**src/rtl/sram_arbiter_pkg.sv**
```systemverilog
// Shared types and defaults for the two-port SRAM arbiter.
// Latency: n/a (declarations only).
// Backpressure: n/a (declarations only).
//
// Holds the FSM state encoding, the port-id and operation enums, the default
// parameter values and the round-robin pick helper used by the arbiter.
package sram_arbiter_pkg;

   // Default parameter values for the arbiter and its interface
   localparam int DEF_ADDR_W  = 18;
   localparam int DEF_WDATA_W = 32;
   localparam int DEF_RDATA_W = 64;
   localparam int DEF_TIMEOUT = 255;

   // Arbiter FSM states
   typedef enum logic [1:0] {
      ST_IDLE    = 2'd0,
      ST_BUSY    = 2'd1,
      ST_RELEASE = 2'd2
   } state_e;

   // Requesting port identifiers
   typedef enum logic {
      PORT0 = 1'b0,
      PORT1 = 1'b1
   } port_e;

   // Latched operation of the transaction in flight
   typedef enum logic {
      OP_READ  = 1'b0,
      OP_WRITE = 1'b1
   } op_e;

   // Round-robin choice: a lone requester wins outright; on a tie the port
   // that was not granted last wins.
   function automatic port_e pick_port(input logic req0, input logic req1,
                                       input port_e last);
      port_e win;
      if (req0 && req1) begin
         win = (last == PORT0) ? PORT1 : PORT0;
      end else if (req1) begin
         win = PORT1;
      end else begin
         win = PORT0;
      end
      return win;
   endfunction

endpackage

```
**src/rtl/sram_arbiter_if.sv**
```systemverilog
// Bundle of both client ports plus the SRAM-controller side of the arbiter.
// Latency: n/a (wires only).
// Backpressure: clients hold r_en/w_en until their one-cycle ready pulse.
//
// Ports (per client N = 0,1): pN_address, pN_wdata, pN_r_en, pN_w_en in;
// pN_rdata, pN_ready, pN_error, pN_grant out. SRAM side: sram_address,
// sram_wdata, sram_r_en, sram_w_en out; sram_rdata, sram_ready in.
// Modport slave is the arbiter's view; master is the environment's view.
interface sram_arbiter_if
   import sram_arbiter_pkg::*;
#(
   parameter int ADDR_W  = DEF_ADDR_W,
   parameter int WDATA_W = DEF_WDATA_W,
   parameter int RDATA_W = DEF_RDATA_W
);

   // Client port 0
   logic [ADDR_W-1:0]  p0_address;
   logic [WDATA_W-1:0] p0_wdata;
   logic               p0_r_en;
   logic               p0_w_en;
   logic [RDATA_W-1:0] p0_rdata;
   logic               p0_ready;
   logic               p0_error;
   logic               p0_grant;

   // Client port 1
   logic [ADDR_W-1:0]  p1_address;
   logic [WDATA_W-1:0] p1_wdata;
   logic               p1_r_en;
   logic               p1_w_en;
   logic [RDATA_W-1:0] p1_rdata;
   logic               p1_ready;
   logic               p1_error;
   logic               p1_grant;

   // SRAM controller side
   logic [ADDR_W-1:0]  sram_address;
   logic [WDATA_W-1:0] sram_wdata;
   logic               sram_r_en;
   logic               sram_w_en;
   logic [RDATA_W-1:0] sram_rdata;
   logic               sram_ready;

   modport slave (
      input  p0_address, p0_wdata, p0_r_en, p0_w_en,
      output p0_rdata, p0_ready, p0_error, p0_grant,
      input  p1_address, p1_wdata, p1_r_en, p1_w_en,
      output p1_rdata, p1_ready, p1_error, p1_grant,
      output sram_address, sram_wdata, sram_r_en, sram_w_en,
      input  sram_rdata, sram_ready
   );

   modport master (
      output p0_address, p0_wdata, p0_r_en, p0_w_en,
      input  p0_rdata, p0_ready, p0_error, p0_grant,
      output p1_address, p1_wdata, p1_r_en, p1_w_en,
      input  p1_rdata, p1_ready, p1_error, p1_grant,
      input  sram_address, sram_wdata, sram_r_en, sram_w_en,
      output sram_rdata, sram_ready
   );

endinterface

```
**src/rtl/sram_arbiter.sv**
```systemverilog
// Two-port round-robin arbiter in front of a single SRAM controller.
// Latency: grant 1 cycle after request; ready/rdata 1 cycle after sram_ready.
// Backpressure: losing port waits in place; owner held off by sram_ready/timeout.
//
// Ports: clk, rst (async active-low), bus (sram_arbiter_if.slave) carrying
// both client ports and the SRAM-controller side.
// Flow: IDLE picks a requester and latches its request; BUSY drives the SRAM
// until sram_ready or TIMEOUT cycles elapse; RELEASE is a one-cycle dead slot
// that carries the ready/error pulse before arbitration resumes.
module sram_arbiter
   import sram_arbiter_pkg::*;
#(
   parameter int ADDR_W  = DEF_ADDR_W,
   parameter int WDATA_W = DEF_WDATA_W,
   parameter int RDATA_W = DEF_RDATA_W,
   parameter int TIMEOUT = DEF_TIMEOUT
) (
   input logic           clk,
   input logic           rst,
   sram_arbiter_if.slave bus
);

   localparam int CNT_W = $clog2(TIMEOUT + 1);

   // FSM and transaction state
   state_e             state_q, state_d;
   port_e              port_q, port_d;
   port_e              last_q, last_d;
   op_e                op_q, op_d;
   logic [ADDR_W-1:0]  addr_q, addr_d;
   logic [WDATA_W-1:0] wdata_q, wdata_d;
   logic [CNT_W-1:0]   cnt_q, cnt_d;

   // Registered per-port completion outputs
   logic               ready0_q, ready0_d;
   logic               ready1_q, ready1_d;
   logic               error0_q, error0_d;
   logic               error1_q, error1_d;
   logic [RDATA_W-1:0] rdata0_q, rdata0_d;
   logic [RDATA_W-1:0] rdata1_q, rdata1_d;

   logic  req0, req1;
   logic  timeout_hit;
   logic  busy;
   port_e win;

   always_comb begin
      req0 = bus.p0_r_en | bus.p0_w_en;
      req1 = bus.p1_r_en | bus.p1_w_en;
      win  = pick_port(req0, req1, last_q);
      // Counter starts at 0 in the first BUSY cycle, so this fires in the
      // TIMEOUT-th BUSY cycle.
      timeout_hit = (cnt_q == CNT_W'(TIMEOUT - 1));
   end

   // ---------------------------------------------------------------------
   // FSM: state register
   // ---------------------------------------------------------------------
   always_ff @(posedge clk or negedge rst) begin
      if (!rst) begin
         state_q <= ST_IDLE;
      end else begin
         state_q <= state_d;
      end
   end

   // ---------------------------------------------------------------------
   // FSM: next-state logic
   // ---------------------------------------------------------------------
   always_comb begin
      state_d = state_q;
      case (state_q)
         ST_IDLE: begin
            if (req0 || req1) begin
               state_d = ST_BUSY;
            end
         end
         ST_BUSY: begin
            if (bus.sram_ready || timeout_hit) begin
               state_d = ST_RELEASE;
            end
         end
         ST_RELEASE: begin
            state_d = ST_IDLE;
         end
         default: begin
            state_d = ST_IDLE;
         end
      endcase
   end

   // ---------------------------------------------------------------------
   // Transaction datapath: latch on grant, count in BUSY, complete/abort
   // ---------------------------------------------------------------------
   always_comb begin
      port_d   = port_q;
      last_d   = last_q;
      op_d     = op_q;
      addr_d   = addr_q;
      wdata_d  = wdata_q;
      cnt_d    = cnt_q;
      rdata0_d = rdata0_q;
      rdata1_d = rdata1_q;
      ready0_d = 1'b0;
      ready1_d = 1'b0;
      error0_d = 1'b0;
      error1_d = 1'b0;

      case (state_q)
         ST_IDLE: begin
            if (req0 || req1) begin
               port_d = win;
               last_d = win;
               cnt_d  = '0;
               if (win == PORT0) begin
                  // Write wins when a port raises both enables
                  op_d    = bus.p0_w_en ? OP_WRITE : OP_READ;
                  addr_d  = bus.p0_address;
                  wdata_d = bus.p0_wdata;
               end else begin
                  op_d    = bus.p1_w_en ? OP_WRITE : OP_READ;
                  addr_d  = bus.p1_address;
                  wdata_d = bus.p1_wdata;
               end
            end
         end
         ST_BUSY: begin
            // A completion in the last allowed cycle beats the abort.
            if (bus.sram_ready) begin
               if (port_q == PORT0) begin
                  ready0_d = 1'b1;
                  if (op_q == OP_READ) begin
                     rdata0_d = bus.sram_rdata;
                  end
               end else begin
                  ready1_d = 1'b1;
                  if (op_q == OP_READ) begin
                     rdata1_d = bus.sram_rdata;
                  end
               end
            end else if (timeout_hit) begin
               // Abort: pulse ready with error, leave read data untouched
               if (port_q == PORT0) begin
                  ready0_d = 1'b1;
                  error0_d = 1'b1;
               end else begin
                  ready1_d = 1'b1;
                  error1_d = 1'b1;
               end
            end else begin
               cnt_d = cnt_q + CNT_W'(1);
            end
         end
         default: begin
         end
      endcase
   end

   always_ff @(posedge clk or negedge rst) begin
      if (!rst) begin
         port_q   <= PORT0;
         last_q   <= PORT1;   // port 0 wins the first tie after reset
         op_q     <= OP_READ;
         addr_q   <= '0;
         wdata_q  <= '0;
         cnt_q    <= '0;
         rdata0_q <= '0;
         rdata1_q <= '0;
         ready0_q <= 1'b0;
         ready1_q <= 1'b0;
         error0_q <= 1'b0;
         error1_q <= 1'b0;
      end else begin
         port_q   <= port_d;
         last_q   <= last_d;
         op_q     <= op_d;
         addr_q   <= addr_d;
         wdata_q  <= wdata_d;
         cnt_q    <= cnt_d;
         rdata0_q <= rdata0_d;
         rdata1_q <= rdata1_d;
         ready0_q <= ready0_d;
         ready1_q <= ready1_d;
         error0_q <= error0_d;
         error1_q <= error1_d;
      end
   end

   // ---------------------------------------------------------------------
   // FSM: outputs. Enables and grants decode straight from the state
   // register so an async reset drops them in the same cycle.
   // ---------------------------------------------------------------------
   always_comb begin
      busy             = (state_q == ST_BUSY);
      bus.sram_address = addr_q;
      bus.sram_wdata   = wdata_q;
      bus.sram_r_en    = busy && (op_q == OP_READ);
      bus.sram_w_en    = busy && (op_q == OP_WRITE);
      bus.p0_grant     = busy && (port_q == PORT0);
      bus.p1_grant     = busy && (port_q == PORT1);
      bus.p0_ready     = ready0_q;
      bus.p1_ready     = ready1_q;
      bus.p0_error     = error0_q;
      bus.p1_error     = error1_q;
      bus.p0_rdata     = rdata0_q;
      bus.p1_rdata     = rdata1_q;
   end

endmodule
```
**src/flat_wrapper.sv**
```systemverilog
// flat-port wrapper written by rule: the top's interface ports become plain ports
module sram_arbiter_flat import sram_arbiter_pkg::*;
#(
   parameter int ADDR_W  = DEF_ADDR_W,
   parameter int WDATA_W = DEF_WDATA_W,
   parameter int RDATA_W = DEF_RDATA_W,
   parameter int TIMEOUT = DEF_TIMEOUT
)
  (clk, rst, bus_p0_address, bus_p0_wdata, bus_p0_r_en, bus_p0_w_en, bus_p0_rdata, bus_p0_ready, bus_p0_error, bus_p0_grant, bus_p1_address, bus_p1_wdata, bus_p1_r_en, bus_p1_w_en, bus_p1_rdata, bus_p1_ready, bus_p1_error, bus_p1_grant, bus_sram_address, bus_sram_wdata, bus_sram_r_en, bus_sram_w_en, bus_sram_rdata, bus_sram_ready);
  sram_arbiter_if #(.ADDR_W(ADDR_W), .WDATA_W(WDATA_W), .RDATA_W(RDATA_W)) bus_i ();
  input logic clk;
  input logic rst;
  input wire logic [$bits(bus_i.p0_address)-1:0] bus_p0_address;
  input wire logic [$bits(bus_i.p0_wdata)-1:0] bus_p0_wdata;
  input wire logic [$bits(bus_i.p0_r_en)-1:0] bus_p0_r_en;
  input wire logic [$bits(bus_i.p0_w_en)-1:0] bus_p0_w_en;
  output wire logic [$bits(bus_i.p0_rdata)-1:0] bus_p0_rdata;
  output wire logic [$bits(bus_i.p0_ready)-1:0] bus_p0_ready;
  output wire logic [$bits(bus_i.p0_error)-1:0] bus_p0_error;
  output wire logic [$bits(bus_i.p0_grant)-1:0] bus_p0_grant;
  input wire logic [$bits(bus_i.p1_address)-1:0] bus_p1_address;
  input wire logic [$bits(bus_i.p1_wdata)-1:0] bus_p1_wdata;
  input wire logic [$bits(bus_i.p1_r_en)-1:0] bus_p1_r_en;
  input wire logic [$bits(bus_i.p1_w_en)-1:0] bus_p1_w_en;
  output wire logic [$bits(bus_i.p1_rdata)-1:0] bus_p1_rdata;
  output wire logic [$bits(bus_i.p1_ready)-1:0] bus_p1_ready;
  output wire logic [$bits(bus_i.p1_error)-1:0] bus_p1_error;
  output wire logic [$bits(bus_i.p1_grant)-1:0] bus_p1_grant;
  output wire logic [$bits(bus_i.sram_address)-1:0] bus_sram_address;
  output wire logic [$bits(bus_i.sram_wdata)-1:0] bus_sram_wdata;
  output wire logic [$bits(bus_i.sram_r_en)-1:0] bus_sram_r_en;
  output wire logic [$bits(bus_i.sram_w_en)-1:0] bus_sram_w_en;
  input wire logic [$bits(bus_i.sram_rdata)-1:0] bus_sram_rdata;
  input wire logic [$bits(bus_i.sram_ready)-1:0] bus_sram_ready;
  assign bus_i.p0_address = bus_p0_address;
  assign bus_i.p0_wdata = bus_p0_wdata;
  assign bus_i.p0_r_en = bus_p0_r_en;
  assign bus_i.p0_w_en = bus_p0_w_en;
  assign bus_p0_rdata = bus_i.p0_rdata;
  assign bus_p0_ready = bus_i.p0_ready;
  assign bus_p0_error = bus_i.p0_error;
  assign bus_p0_grant = bus_i.p0_grant;
  assign bus_i.p1_address = bus_p1_address;
  assign bus_i.p1_wdata = bus_p1_wdata;
  assign bus_i.p1_r_en = bus_p1_r_en;
  assign bus_i.p1_w_en = bus_p1_w_en;
  assign bus_p1_rdata = bus_i.p1_rdata;
  assign bus_p1_ready = bus_i.p1_ready;
  assign bus_p1_error = bus_i.p1_error;
  assign bus_p1_grant = bus_i.p1_grant;
  assign bus_sram_address = bus_i.sram_address;
  assign bus_sram_wdata = bus_i.sram_wdata;
  assign bus_sram_r_en = bus_i.sram_r_en;
  assign bus_sram_w_en = bus_i.sram_w_en;
  assign bus_i.sram_rdata = bus_sram_rdata;
  assign bus_i.sram_ready = bus_sram_ready;
  sram_arbiter #(.ADDR_W(ADDR_W), .WDATA_W(WDATA_W), .RDATA_W(RDATA_W), .TIMEOUT(TIMEOUT)) u_core (.clk(clk), .rst(rst), .bus(bus_i));
endmodule
```
**config.mk**
```make
export PLATFORM = sky130hd
export DESIGN_NAME = sram_arbiter_flat
export DESIGN_NICKNAME = d
export VERILOG_FILES = /design/src/rtl/sram_arbiter_pkg.sv /design/src/rtl/sram_arbiter_if.sv /design/src/rtl/sram_arbiter.sv /design/src/flat_wrapper.sv
export SDC_FILE = /design/constraint.sdc
export NUM_CORES = 1
export LEC_CHECK = 0
export CORE_MARGIN = 10
export CORE_UTILIZATION = 57
export CTS_CLUSTER_SIZE = 40
export DETAILED_ROUTE_END_ITERATION = 10
export DONT_BUFFER_PORTS = 1
export PLACE_DENSITY = 0.75
export SYNTH_ARGS = -nofsm -noshare
export SYNTH_HDL_FRONTEND = slang
export SYNTH_SLANG_ARGS = --single-unit
```
**constraint.sdc**
```tcl
create_clock -name clk -period 1.5 [get_ports clk]
set_input_delay 0.075 -clock clk [delete_from_list [all_inputs] [get_ports clk]]
set_output_delay 0.075 -clock clk [all_outputs]
set_load 0.02 [all_outputs]
```
==> results of run 1 <==
-- Yosys cell counts (2+ instances only) --
cell	n
mux2_2	68
clkbuf_1	6
nor3_1	2
a31oi_1	2
nand2_1	57
nor2_1	3
buf_12	7
buf_2	17
o21a_1	3
ha_1	2
o21ai_0	55
mux2_4	60
and3_1	4
nand3_1	6
inv_1	3
dfrtp_1	194
a21oi_1	6
mux2i_1	51
and2_1	4
-- kinds of logic after synthesis --
logic type	Yosys count	share of synthesized area
flops	195	0.596
mux	180	0.267
simple gates	86	0.0510
compound gates	74	0.0504
buf+inv	34	0.0325
fa+ha+maj	2	0.00305
-- metrics by stage --
| step | setup TNS, ps | instance area (µm²) | instances | hold WS (ps) | setup WS [ps] |
|---|---|---|---|---|---|
| 3_5_place_dp | -6100 | 8500 | 752 | -214 | -145 |
| 3_3_place_gp | -2650 | 8500 | 752 | -215 | -68.6 |
| 2_1_floorplan | -13850 | 8230 | 571 | -221 | -206 |
==> flow_metrics.env, run 1 <==
export IMPL_status="stopped before the end"
export IMPL_stop_stage="clock tree synthesis"
export IMPL_error="[ERROR RSZ-0060] Max buffer count reached."
export IMPL_post_cts_buffers=9
export IMPL_io_buffer_count=0
export IMPL_synthCells=571
export IMPL_synth_top_area_cell="dfrtp_1"
export IMPL_synth_avg_cell_area_um2=14.3
export IMPL_async_reset_ff_frac=1.00
export IMPL_die_y_um=140
export IMPL_yosys_warnings=0
export IMPL_clock_tree_buffer_depth=2
export IMPL_synth_flop_cell="dfrtp_1"
export IMPL_synth_top_area_share=0.593
export IMPL_ys_seq_elements=195
export IMPL_postCtsHoldBufs=161
export IMPL_h_tree_depth=4
export IMPL_ctsRootBufferMaster="clkbuf_16"
export IMPL_synthDistinctLibCells=40
export IMPL_io_pins=357
export IMPL_finalWeightedCongestion=0.833
export IMPL_dp_hpwl_mm=17.1
export IMPL_syn_area_um2=8190
export IMPL_clock_sinks=195
export IMPL_synthTopCellsByArea="dfrtp_1 (59%), mux2_4 (11%), mux2_2 (9.3%)"
export IMPL_synth_seq_area_share=0.596
export IMPL_synth_edf_count=0
export IMPL_synth_nets=744
export IMPL_die_x_um=140
export IMPL_ctsResizeCount=53
export IMPL_cts_inserted_buffers=17
export IMPL_start_util=0.586
export IMPL_core_rowCount=43
==> run 2: changes to the inputs <==
Settings changed: CORE_UTILIZATION 57 to 40, CTS_CLUSTER_SIZE 40 to unset, PLACE_DENSITY 0.75 to unset, PLACE_DENSITY_LB_ADDON set to 0.15.
Clock period 1.5 ns to 1.95 ns, I/O delays scaled along.
==> flow_metrics.env, run 2 <==
export IMPL_status="complete, but fails checks"
export IMPL_violations="negative hold slack"
export IMPL_grt_pass1_vias=5737
export IMPL_rsz0062_at_grt="no"
export IMPL_final_common_cell="dfrtp_1"
export IMPL_hold_path_class="in2async"
export IMPL_start_util=0.406
export IMPL_finalHoldViolCount=195
export IMPL_synth_top_family_by_area="multiplexers"
export IMPL_synth_xor_xnor_area_share=0
export IMPL_synth_seq_area_share=0.596
export IMPL_avgViaCountPerCell=5.02
export IMPL_synth_nets=744
export IMPL_die_x_um=163
export IMPL_antenna_found_initial=0
export IMPL_core_rowCount=52
export IMPL_synth_top_area_cell="dfrtp_1"
export IMPL_max_freq_mhz=553
export IMPL_synth_avg_cell_area_um2=14.3
export IMPL_diodes=0
export IMPL_cts_inserted_buffers=17
export IMPL_clk_latency_ps=430
export IMPL_powerDensity_nw_per_um2=1670
export IMPL_h_tree_depth=4
export IMPL_leakage_nw=4.84
export IMPL_synthDistinctLibCells=40
export IMPL_clock_tree_buffer_depth=2
export IMPL_yosys_warnings=0
export IMPL_nets=918
export IMPL_io_pins=357
export IMPL_min_period_ps=1810
export IMPL_fin_cells=1028
export IMPL_dp_hpwl_mm=16.1
export IMPL_peakVddDrop_uv=730
export IMPL_syn_area_um2=8190
export IMPL_tns_ps=0
export IMPL_drc=0
export IMPL_critPathKind="reg2reg"
export IMPL_yosysMostFrequentCell="dfrtp_1"
export IMPL_vias=5164
export IMPL_ys_seq_elements=195
export IMPL_start_kind="register"
export IMPL_crit_path_max_fanout=5
export IMPL_areaGrowthSynthToFinish_pct=31.5
export IMPL_finalPower_mw=18.0
export IMPL_drt_iter0_markers=229
export IMPL_fin_skew_ps=12.0
export IMPL_num_fill_cells=1642
export IMPL_r2r_cells=5
export IMPL_drt_total_wl_mm=22.9
export IMPL_firstDrtPassIters=4
export IMPL_slew_violations=0
export IMPL_muxShareOfSynthArea=0.267
export IMPL_grt_pass1_wl_mm=35.2
export IMPL_setup_viol=0
export IMPL_maxCapViolations=0
export IMPL_tightest_slew_ps=487
export IMPL_grt_overflow=0
export IMPL_async_reset_ff_frac=1.00
export IMPL_dieArea_um2=26600
export IMPL_synth_compound_area_frac=0.0504
export IMPL_synth_top_area_share=0.593
export IMPL_die_y_um=163
export IMPL_synth_edf_count=0
export IMPL_clock_sinks=195
export IMPL_synthTopCellsByArea="dfrtp_1 (59%), mux2_4 (11%), mux2_2 (9.3%)"
export IMPL_dpl_cell_count=826
export IMPL_grt_usage=0.168
export IMPL_finalWeightedCongestion=0.776
export IMPL_synth_fa_ha_area_frac=0.00305
export IMPL_cts_clk_slew_worst_paths_ps=80
export IMPL_synth_simple_area_share=0.0510
export IMPL_drt_wirelength_per_cell_um=22.3
export IMPL_ant_nets=0
export IMPL_fin_crit_sh=0.927
export IMPL_timing_hold_ws_ps=-641
export IMPL_synthCells=571
export IMPL_worstPathRequired_ps=2260
export IMPL_postCtsHoldBufs=168
export IMPL_dp_slack_ps=158
export IMPL_arrival_ps=2120
export IMPL_io_buffer_count=0
export IMPL_final_cell_mix="dfrtp_1 (194), dlygate4sd3_1 (168), mux2_2 (68), mux2_4 (60), nand2_1 (57)"
export IMPL_slew_headroom=0.672
export IMPL_layout_drive_gt1_share=0.251
export IMPL_ctsRootBufferMaster="clkbuf_16"
export IMPL_synth_flop_cell="dfrtp_1"
export IMPL_critPathCaptureType="register"
export IMPL_cts_tree="yes"
export IMPL_coreArea_um2=20200
export IMPL_grt_start_max_net_pins=196
export IMPL_setup_slack_ps=142
export IMPL_synth_common_cells="dfrtp_1 (194), mux2_2 (68), mux2_4 (60)"
## run 2: layout make-up
type                       instances  area, µm²  area share
inverter                           3       11.3     0.00105
timing repair buffer             185       1910       0.177
tap                              270        338      0.0314
multi-input combinational        343       3070       0.285
clock inverter                    14        138      0.0128
sequential                       195       4880       0.453
clock buffer                      18        429      0.0398
## run 2: final timing paths
path,slack [ps],to,start
min,-640,u_core.bus.p1_rdata[46],rst
min in group clk,60,u_core.bus.p1_rdata[63],bus_sram_ready
max reg2reg,140,u_core.bus.sram_address[0],u_core.last_q
max,140,u_core.bus.sram_address[0],u_core.last_q
max in group asynchronous,2370,u_core.last_q,rst
min reg2reg,520,u_core.last_q,u_core.last_q
## run 2: power by group
group | switching (mW) | internal (mW)
logic | 1.81 | 2.71
registers | 4.12 | 6.00
clock network | 1.66 | 1.70
total | 7.58 | 10.4
## run 2: metal layers
metal  vias up  GRT usage  routed length [µm]
met2       244      0.287               11600
met1      2546      0.182                8430
met4         0     0.0369                 208
li1       2360          -                   -
met5         -          0                   0
met3        14     0.0868                2740
## run 2: logic make-up (layout without fill, tap and decap cells)
family / count (synthesis) / count (layout)
AO/OA/AOI/OAI: 74 / 75
AND/OR/NAND/NOR: 86 / 86
buffers and inverters: 34 / 220
flip-flops: 195 / 195
adder cells (fa/ha/maj): 2 / 2
multiplexers: 180 / 180
## run 2: per-stage QoR
stage / utilization / area [µm²]
after floorplan: - / 8190
after global placement: 0.422 / 8510
after detailed placement: 0.422 / 8510
after CTS: 0.533 / 10800
after global routing: 0.534 / 10800
final: 0.534 / 10800
## run 2: worst max-delay path, stage by stage (launching register included)
cell and delay (ps):
dfstp_2 570, o21ai_2 100, o21ai_2 180, mux2i_1 230, dlygate4sd3_1 550, o21ai_0 60
## run 2: timing repair
item,4_1_cts,5_1_grt
setup buffers,0,1
endpoints found under the setup margin,0,7
gates resized for setup,0,2
hold endpoints to repair,379,195
No activity file was read; power rests on OpenSTA's default activity.
==> run 3: changes to the inputs <==
==> constraint.sdc (replaced) <==
create_clock -name clk -period 1.95 [get_ports clk]
set_input_delay 0.2925 -clock clk [delete_from_list [all_inputs] [get_ports clk]]
set_output_delay 0.2925 -clock clk [all_outputs]
set_load 0.02 [all_outputs]
==> flow_metrics.env, run 3 (synthesized netlist as in run 2, its figures left out) <==
export IMPL_areaGrowthSynthToFinish_pct=19.3
export IMPL_layout_drive_gt1_share=0.285
export IMPL_ant_nets=0
export IMPL_dp_hpwl_mm=16.1
export IMPL_drc=0
export IMPL_timing_hold_ws_ps=-447
export IMPL_cts_inserted_buffers=17
export IMPL_p_switching_mw=7.45
export IMPL_worstPathRequired_ps=1660
export IMPL_critPathKind="reg2out"
export IMPL_rsz0062_at_grt="no"
export IMPL_fin_skew_ps=8.77
export IMPL_firstDrtPassIters=4
export IMPL_finalHoldViolCount=195
export IMPL_critical_path_max_stage_delay_ps=390
export IMPL_clock_tree_buffer_depth=2
export IMPL_io_pins=357
export IMPL_final_common_cell="dfrtp_1"
export IMPL_nets=817
export IMPL_die_y_um=163
export IMPL_critPathCaptureType="output port"
export IMPL_setup_viol=0
export IMPL_tns_ps=0
export IMPL_arrival_ps=1520
export IMPL_start_kind="register"
export IMPL_critPathSlowestCell="dfrtp_1"
export IMPL_diodes=0
export IMPL_maxCapViolations=0
export IMPL_slew_violations=0
export IMPL_pwr_share_clk=0.202
export IMPL_dpl_cell_count=826
export IMPL_power_internal_mw=10.5
export IMPL_grt_pass1_vias=5300
export IMPL_antenna_found_initial=0
export IMPL_clk_latency_ps=430
export IMPL_grt_usage=0.157
export IMPL_leakage_nw=4.41
export IMPL_swShare=0.416
export IMPL_drt_wirelength_per_cell_um=23.3
export IMPL_grt_start_max_net_pins=196
export IMPL_fin_cells=926
export IMPL_core_rowCount=52
export IMPL_setup_slack_ps=136
export IMPL_powerDensity_nw_per_um2=1840
export IMPL_violations="negative hold slack"
export IMPL_dp_slack_ps=155
export IMPL_status="complete, but fails checks"
export IMPL_die_x_um=163
export IMPL_cts_tree="yes"
export IMPL_num_fill_cells=1736
export IMPL_finalWeightedCongestion=0.767
export IMPL_pwr_share_seq=0.563
export IMPL_crit_path_max_fanout=6
export IMPL_max_freq_mhz=551
export IMPL_final_cell_mix="dfrtp_1 (194), dlygate4sd3_1 (69), mux2_2 (68), mux2_4 (60), nand2_1 (57)"
export IMPL_fin_crit_sh=0.930
export IMPL_hold_path_class="in2async"
export IMPL_drt_iter0_markers=234
export IMPL_slew_headroom=0.698
export IMPL_coreArea_um2=20200
export IMPL_avgViaCountPerCell=5.13
export IMPL_pwr_share_comb=0.235
export IMPL_min_period_ps=1810
export IMPL_io_buffer_count=0
export IMPL_grt_pass1_wl_mm=32.6
export IMPL_crit_chain="buf_4, and2b_2, and2_1"
export IMPL_clock_sinks=195
export IMPL_drt_total_wl_mm=21.6
export IMPL_grt_overflow=0
export IMPL_vias=4749
export IMPL_dieArea_um2=26600
export IMPL_ctsResizeCount=0
export IMPL_cts_clk_slew_worst_paths_ps=80
export IMPL_h_tree_depth=4
export IMPL_ctsRootBufferMaster="clkbuf_16"
export IMPL_start_util=0.406
export IMPL_tightest_slew_ps=452
export IMPL_peakVddDrop_uv=615
## run 3: cell count changes in the layout (fill, tap and decap cells not counted), sizes merged
cell | previous run | this run
clkinvlp | 1 | 3
o21ai | 56 | 55
buf | 17 | 16
inv | 10 | 9
dlygate4sd3 | 168 | 69
bufinv | 0 | 2
clkinv | 6 | 2
## run 3: layout make-up
class / instances / area (µm²) / area share
Sequential cell: 195 / 4880 / 0.500
Multi-Input combinational cell: 342 / 3060 / 0.313
Timing Repair Buffer: 85 / 873 / 0.0894
Clock buffer: 18 / 439 / 0.0450
Tap cell: 270 / 338 / 0.0346
Clock inverter: 13 / 170 / 0.0174
Inverter: 3 / 11.3 / 0.00115
## run 3: final timing paths
| path | startpoint | endpoint | slack (ps) | depth (start not counted) |
|---|---|---|---|---|
| setup / recovery | u_core.state_q[1] | bus_sram_w_en | 140 | 3 |
| hold / removal | rst | u_core.bus.p1_rdata[4] | -450 | 0 |
| setup reg to reg | u_core.state_q[0] | u_core.bus.p0_rdata[29] | 160 | 5 |
| hold reg to reg | u_core.last_q | u_core.last_q | 510 | 2 |
| max in group asynchronous | rst | u_core.last_q | 2120 | 0 |
| min in group clk | bus_sram_rdata[57] | u_core.bus.p1_rdata[57] | 20 | 1 |
## run 3: per-layer routing
layer	up-vias	wire length, µm	GRT usage
met5	-	0	0
met3	20	2740	0.0810
met1	2332	7770	0.169
met4	0	290	0.0459
li1	2158	-	-
met2	239	10700	0.263
## run 3: power by group through the flow
stage	Combinational, mW	Clock, mW	Sequential (mW)
6_report	4.21	3.63	10.1
5_1_grt	4.68	3.90	10.4
4_1_cts	4.27	3.73	10.2
3_5_place_dp	4.16	0	10.2
3_3_place_gp	3.96	0	10.2
2_1_floorplan	3.62	0	9.38
## run 3: critical path: cells and delay by family, from the launching register on
family	cells	cell delay, ps
and+or+nand+nor	2	560
DFF	1	390
buffers and inverters	1	160
## run 3: repair_timing
item / 4_1_cts / 5_1_grt
hold buffers: 64 / 5
endpoints found under the hold margin: 305 / 200
setup endpoints to repair: 0 / 0
setup buffers: 0 / 0
## run 3: through the flow
stage,utilization,power (mW),cell area (µm²)
6_report,0.484,17.9,9770
5_1_grt,0.484,19.0,9770
2_1_floorplan,-,13.0,8190
3_3_place_gp,0.420,14.2,8470
4_1_cts,0.482,18.2,9720
3_5_place_dp,0.420,14.4,8470
